**config.mk**
```make
export PLATFORM = sky130hd
export DESIGN_NAME = cordic_pipe
export DESIGN_NICKNAME = d
export VERILOG_FILES = /design/src/rtl/cordic_pipe.sv
export SDC_FILE = /design/constraint.sdc
export NUM_CORES = 2
export LEC_CHECK = 0
export ABC_AREA = 1
export ABC_CLOCK_PERIOD_IN_PS = 3200
export CORE_UTILIZATION = 42
export DETAILED_ROUTE_END_ITERATION = 8
export GPL_TIMING_DRIVEN = 0
export SYNTH_ARGS = -nofsm -noshare
export SYNTH_HDL_FRONTEND = slang
export SYNTH_SLANG_ARGS = --single-unit
```
**constraint.sdc**
```tcl
create_clock -name clk_i -period 3.2 [get_ports clk_i]
set_input_delay 0.48 -clock clk_i [delete_from_list [all_inputs] [get_ports clk_i]]
set_output_delay 0.48 -clock clk_i [all_outputs]
set_load 0.05 [all_outputs]
```
**src/rtl/cordic_pipe.sv**
```systemverilog
`timescale 1ns/1ps
// Fully pipelined CORDIC (rotation/vectoring per sample) with quadrant pre-rotation; latency ITER+1 (ITER+2 with CORDIC_GAIN_COMP_EN).
// Backpressure: global stall, the whole pipe freezes while valid_o=1 and ready_i=0; ready_o = ready_i | ~valid_o.
module cordic_pipe #(
    parameter int DW   = 16,
    parameter int AW   = 16,
    parameter int ITER = 14
) (
    input  logic            clk_i,
    input  logic            rst_n_i,
    input  logic            valid_i,
    output logic            ready_o,
    input  logic            mode_i,
    input  logic [DW-1:0]   x_i,
    input  logic [DW-1:0]   y_i,
    input  logic [AW-1:0]   a_i,
    output logic            valid_o,
    input  logic            ready_i,
    output logic            mode_o,
    output logic [DW+1:0]   x_o,
    output logic [DW+1:0]   y_o,
    output logic [AW-1:0]   a_o
);
    localparam int IW = DW + 2;
    localparam logic signed [AW-1:0] QTR = {2'b01, {(AW-2){1'b0}}};

    typedef logic [ITER-1:0][AW-1:0] atan_tab_t;

    function automatic atan_tab_t build_atan();
        atan_tab_t t;
        real       r;
        t = '0;
        for (int i = 0; i < ITER; i++) begin
            r    = $atan(2.0 ** (-i)) / 3.141592653589793 * (2.0 ** (AW - 1));
            t[i] = AW'($rtoi(r + 0.5));
        end
        return t;
    endfunction

    localparam atan_tab_t ATAN = build_atan();

    logic                 en;
    logic [ITER:0]        vld_q, vld_d, mode_q, mode_d;
    logic signed [IW-1:0] x_q [0:ITER];
    logic signed [IW-1:0] y_q [0:ITER];
    logic signed [AW-1:0] a_q [0:ITER];
    logic signed [IW-1:0] x_d [0:ITER];
    logic signed [IW-1:0] y_d [0:ITER];
    logic signed [AW-1:0] a_d [0:ITER];
    logic signed [IW-1:0] xs, ys;
    logic [ITER-1:0]      dir;

    assign xs = {{2{x_i[DW-1]}}, x_i};
    assign ys = {{2{y_i[DW-1]}}, y_i};

    always_comb begin
        vld_d  = {vld_q[ITER-1:0], valid_i};
        mode_d = {mode_q[ITER-1:0], mode_i};
        dir    = '0;
        x_d[0] = xs;
        y_d[0] = ys;
        a_d[0] = a_i;
        // Quadrant fold keeps the micro-rotations inside their +-99.9 deg reach
        if (!mode_i) begin
            if (a_i[AW-1:AW-2] == 2'b01) begin
                x_d[0] = -ys;
                y_d[0] = xs;
                a_d[0] = a_i - QTR;
            end else if (a_i[AW-1:AW-2] == 2'b10) begin
                x_d[0] = ys;
                y_d[0] = -xs;
                a_d[0] = a_i + QTR;
            end
        end else if (xs[IW-1]) begin
            if (!ys[IW-1]) begin
                x_d[0] = ys;
                y_d[0] = -xs;
                a_d[0] = a_i + QTR;
            end else begin
                x_d[0] = -ys;
                y_d[0] = xs;
                a_d[0] = a_i - QTR;
            end
        end
        for (int i = 0; i < ITER; i++) begin
            dir[i] = mode_q[i] ? y_q[i][IW-1] : ~a_q[i][AW-1];
            if (dir[i]) begin
                x_d[i+1] = x_q[i] - (y_q[i] >>> i);
                y_d[i+1] = y_q[i] + (x_q[i] >>> i);
                a_d[i+1] = a_q[i] - ATAN[i];
            end else begin
                x_d[i+1] = x_q[i] + (y_q[i] >>> i);
                y_d[i+1] = y_q[i] - (x_q[i] >>> i);
                a_d[i+1] = a_q[i] + ATAN[i];
            end
        end
    end

    always_ff @(posedge clk_i or negedge rst_n_i) begin
        if (!rst_n_i) begin
            vld_q  <= '0;
            mode_q <= '0;
            for (int i = 0; i <= ITER; i++) begin
                x_q[i] <= '0;
                y_q[i] <= '0;
                a_q[i] <= '0;
            end
        end else if (en) begin
            vld_q  <= vld_d;
            mode_q <= mode_d;
            for (int i = 0; i <= ITER; i++) begin
                x_q[i] <= x_d[i];
                y_q[i] <= y_d[i];
                a_q[i] <= a_d[i];
            end
        end
    end

`ifdef CORDIC_GAIN_COMP_EN
    // K = 0.60725 in Q15, rounded by adding half an LSB before the shift
    localparam logic signed [IW+16:0] GK  = (IW+17)'(19898);
    localparam logic signed [IW+16:0] RND = (IW+17)'(16384);

    logic                 g_vld_q, g_mode_q;
    logic signed [IW-1:0] gx_q, gy_q, gx_d, gy_d;
    logic [AW-1:0]        ga_q;

    always_comb begin
        gx_d = IW'((((IW+17)'(x_q[ITER]) * GK) + RND) >>> 15);
        gy_d = IW'((((IW+17)'(y_q[ITER]) * GK) + RND) >>> 15);
    end

    always_ff @(posedge clk_i or negedge rst_n_i) begin
        if (!rst_n_i) begin
            g_vld_q  <= 1'b0;
            g_mode_q <= 1'b0;
            gx_q     <= '0;
            gy_q     <= '0;
            ga_q     <= '0;
        end else if (en) begin
            g_vld_q  <= vld_q[ITER];
            g_mode_q <= mode_q[ITER];
            gx_q     <= gx_d;
            gy_q     <= gy_d;
            ga_q     <= a_q[ITER];
        end
    end

    assign valid_o = g_vld_q;
    assign mode_o  = g_mode_q;
    assign x_o     = gx_q;
    assign y_o     = gy_q;
    assign a_o     = ga_q;
`else
    assign valid_o = vld_q[ITER];
    assign mode_o  = mode_q[ITER];
    assign x_o     = x_q[ITER];
    assign y_o     = y_q[ITER];
    assign a_o     = a_q[ITER];
`endif

    assign en      = ready_i | ~valid_o;
    assign ready_o = en;

endmodule

```
==> metrics.md <==
| Metric | Value |
|---|---|
| Status | finished clean |
| GRT Total Usage | a little under a third |
| Area leader, netlist | dfrtp_1 |
| Post-Syn Area | ~73000 um^2 |
| Post-synth EDFFs | 0 |
| Layout fillers | 17835 |
| Rows | around 150 |
| Startpoint types | flop |
| Starting Density | a little over two fifths |
| Pin count of the biggest net entering global routing | between 100 and 150 |
| Slew @ Worst Pin | 1457 ps |
| Clock latency reported for the late side of the worst-skew pair | between 700 and 800 ps |
| CTS max path bufs | 3 |
| Final Setup Violations | 0 |
| Post-route DRC | 0 |
| Core area | 173600 um^2 |
| Final Util | between 40 and 50% |
| Initial antenna violation count | 18 |
| Die width | between 400 and 500 um |
| Worst Path Required | about 3800 ps |
| Vias in the first global route | around 70000 |
| Share of the synthesized area in the top cell type | 27.59% |
| Synthesized Nets | around 12000 |
| Total gr overflow | 0 |
| Top Ports | ~110 |
| TritonCTS buffer count | around 110 |
| Final Cycle Share | roughly 100% |
| Synth async-reset ratio | 100.0% |
| Root Driver | clkbuf_16 |
| Fin. Hold Viols | 0 |
| R2r setup slk | just over 10 ps |
| Share of cells above drive strength 1 | about a tenth |
| Post-DP HPWL | around 220 mm |
| First-pass GRT wire length | approximately 420 mm |
| Antenna violation net count after detailed routing | 0 |
| Synth cell count leaders | nand2_1, inv_1, o21ai_0 |
| First-pass DRT Iterations | 8 |
| CP endpoint kind | flop |
| Syn-to-layout area delta | 14.96% |
| Worst Hold Class | in2async |
| Via/cell ratio | approximately 5.5 |
| Seq/Total Area, Yosys | between 20% and 30% |
| Clock-pin slew on the worst setup and hold paths | about 60 ps |
| Slew margin rel. | under 10% |
| Yosys warnings | 0 |
| #FFs+latches synth | 809 |
| Most numerous cell in the Yosys netlist | nand2_1 |
| CTS tree | yes |
| # port buffers | 106 |
| RSZ-0062 raised after global routing | true |
| Top_reg_cell synth | dfrtp_1 |
| Die area | 176400 um^2 |
| Drt wl/cell | about 21 um |
| CP Data Arrival Time | approximately 3800 ps |
| Via count | between 70000 and 80000 |
| Yosys cell types | between 50 and 60 |
| Setup Crit Path Kind | reg2reg |
| DRT Wirelength | roughly 280 mm |
| Synth top area cells | dfrtp_1, nand2_1, ha_1, o21ai_0, inv_1 |
| Slew Viols, Final | 0 |
| Post-layout min period | 3190 ps |
| Max-cap violation count | 0 |
| Max Fanout on Critical Path | 10 |
| Die height | ~420 um |
| H-tree depth | 3 |
| Avg Cell Area, Syn | just under 7 um^2 |
| NumNets Final | around 12000 |
| Fmax | 313.5 MHz |
| # clock sinks | 809 |
| 1st-iter DRT viols | approximately 7000 |
| GP Congestion | around 0.94 |
| Layout Skew | ~37 ps |
| Gate Count Post-Synth | between 10000 and 15000 |
repair_timing:
action | in CTS | in global routing
setup endpoints to repair | 467 | 244
gates cloned | 1 | 1
resized for setup | 214 | 460
hold endpoints to repair | 41 | 0
setup buffers | 20 | 67
hold buffers | 1 | 0
pin swaps | 21 | 94
flip-flops by register name, indices dropped and copies added, names as in the netlist:
| signal | flops |
|---|---|
| y_q | 252 |
| x_q | 251 |
| a_q | 224 |
| x_o | 18 |
| y_o | 18 |
| a_o | 16 |
| mode_q | 15 |
| vld_q | 15 |
layout make-up:
class | count | area (um^2) | share of cell area, %
Antenna cell | 3 | 7.507 | 0.008901
Buffer | 313 | 1846 | 2.188
Clock buffer | 155 | 3164 | 3.752
Clock inverter | 44 | 523.0 | 0.6201
Inverter | 1170 | 4402 | 5.219
Multi-Input combinational cell | 8508 | 48960 | 58.05
Sequential cell | 809 | 20290 | 24.06
Tap cell | 2325 | 2909 | 3.449
Timing Repair Buffer | 215 | 2242 | 2.658
stage by stage:
| step | worst slack (ps) | instances | setup TNS, ps | area (um^2) | hold WS, ps |
|---|---|---|---|---|---|
| floorplan | 97.45 | 10800 | 0 | 73370 | 184.4 |
| global placement | -36430 | 13231 | - | 77340 | 451.5 |
| detailed placement | -1098 | 13251 | -244740 | 77870 | 388.8 |
| CTS | 2.192 | 13471 | 0 | 82290 | 171.4 |
| global route | -105.4 | 13539 | -891.7 | 84340 | 221.8 |
| finish | 10.32 | 13542 | 0 | 84340 | 212.1 |
cell families (layout without fill, tap and decap cells):
logic type / count (synthesis) / after routing / synth area share, %
DFF: 809 / 809 / 27.59
muxes: 2 / 2 / 0.02899
and+or+nand+nor: 5072 / 5073 / 28.50
AOI/OAI and AO/OA: 2202 / 2202 / 16.61
other: 0 / 3 / 0
buffers and inverters: 1484 / 1897 / 8.101
xor gates and xnor gates: 457 / 457 / 5.527
adders and majority gates: 774 / 774 / 13.64
layout by cell type, fill, tap and decap left out, drive strengths merged, types with 94 or more instances in the layout:
master,instances
a21o,94
a21oi,738
a31oi,101
buf,306
clkbuf,271
clkdlybuf4s50,104
dfrtp,809
ha,731
inv,1165
nand2,3079
nand3,786
nor2,824
nor3,154
o21ai,982
o21bai,101
xnor2,147
xor2,310
routing by layer:
metal / wire (um) / share of wire (%) / vias to the layer above / track usage, %
met2: 127400 / 45 / 2324 / 50.56
met1: 127600 / 45 / 35590 / 43.33
li1: - / - / 36430 / -
met5: 27 / 0.0095 / - / 0
met4: 11820 / 4.2 / 4 / 11.67
met3: 16920 / 6.0 / 457 / 3.666
worst max-delay path: stages, from the launching register on:
cell and delay, ps:
dfrtp_1 370, inv_1 90, nor2_4 60, buf_12 170, inv_2 160, clkbuf_1 860
clkbuf_1 1030, o21ai_0 210
worst paths after layout:
check,from,to,cells after the start
min in group clk_i,x_i[15],y_q[260]$_DFFE_PN0P_,5
setup / recovery,vld_q[14]$_DFFE_PN0P_,x_q[186]$_DFFE_PN0P_,7
setup reg to reg,vld_q[14]$_DFFE_PN0P_,x_q[186]$_DFFE_PN0P_,7
hold / removal,rst_n_i,x_o[5]$_DFFE_PN0P_,2
hold reg to reg,vld_q[5]$_DFFE_PN0P_,vld_q[6]$_DFFE_PN0P_,2
max in group asynchronous,rst_n_i,x_q[150]$_DFFE_PN0P_,5
Power is not shown: default switching activity piles up to over one toggle a cycle in this logic, so the estimate is an artifact.
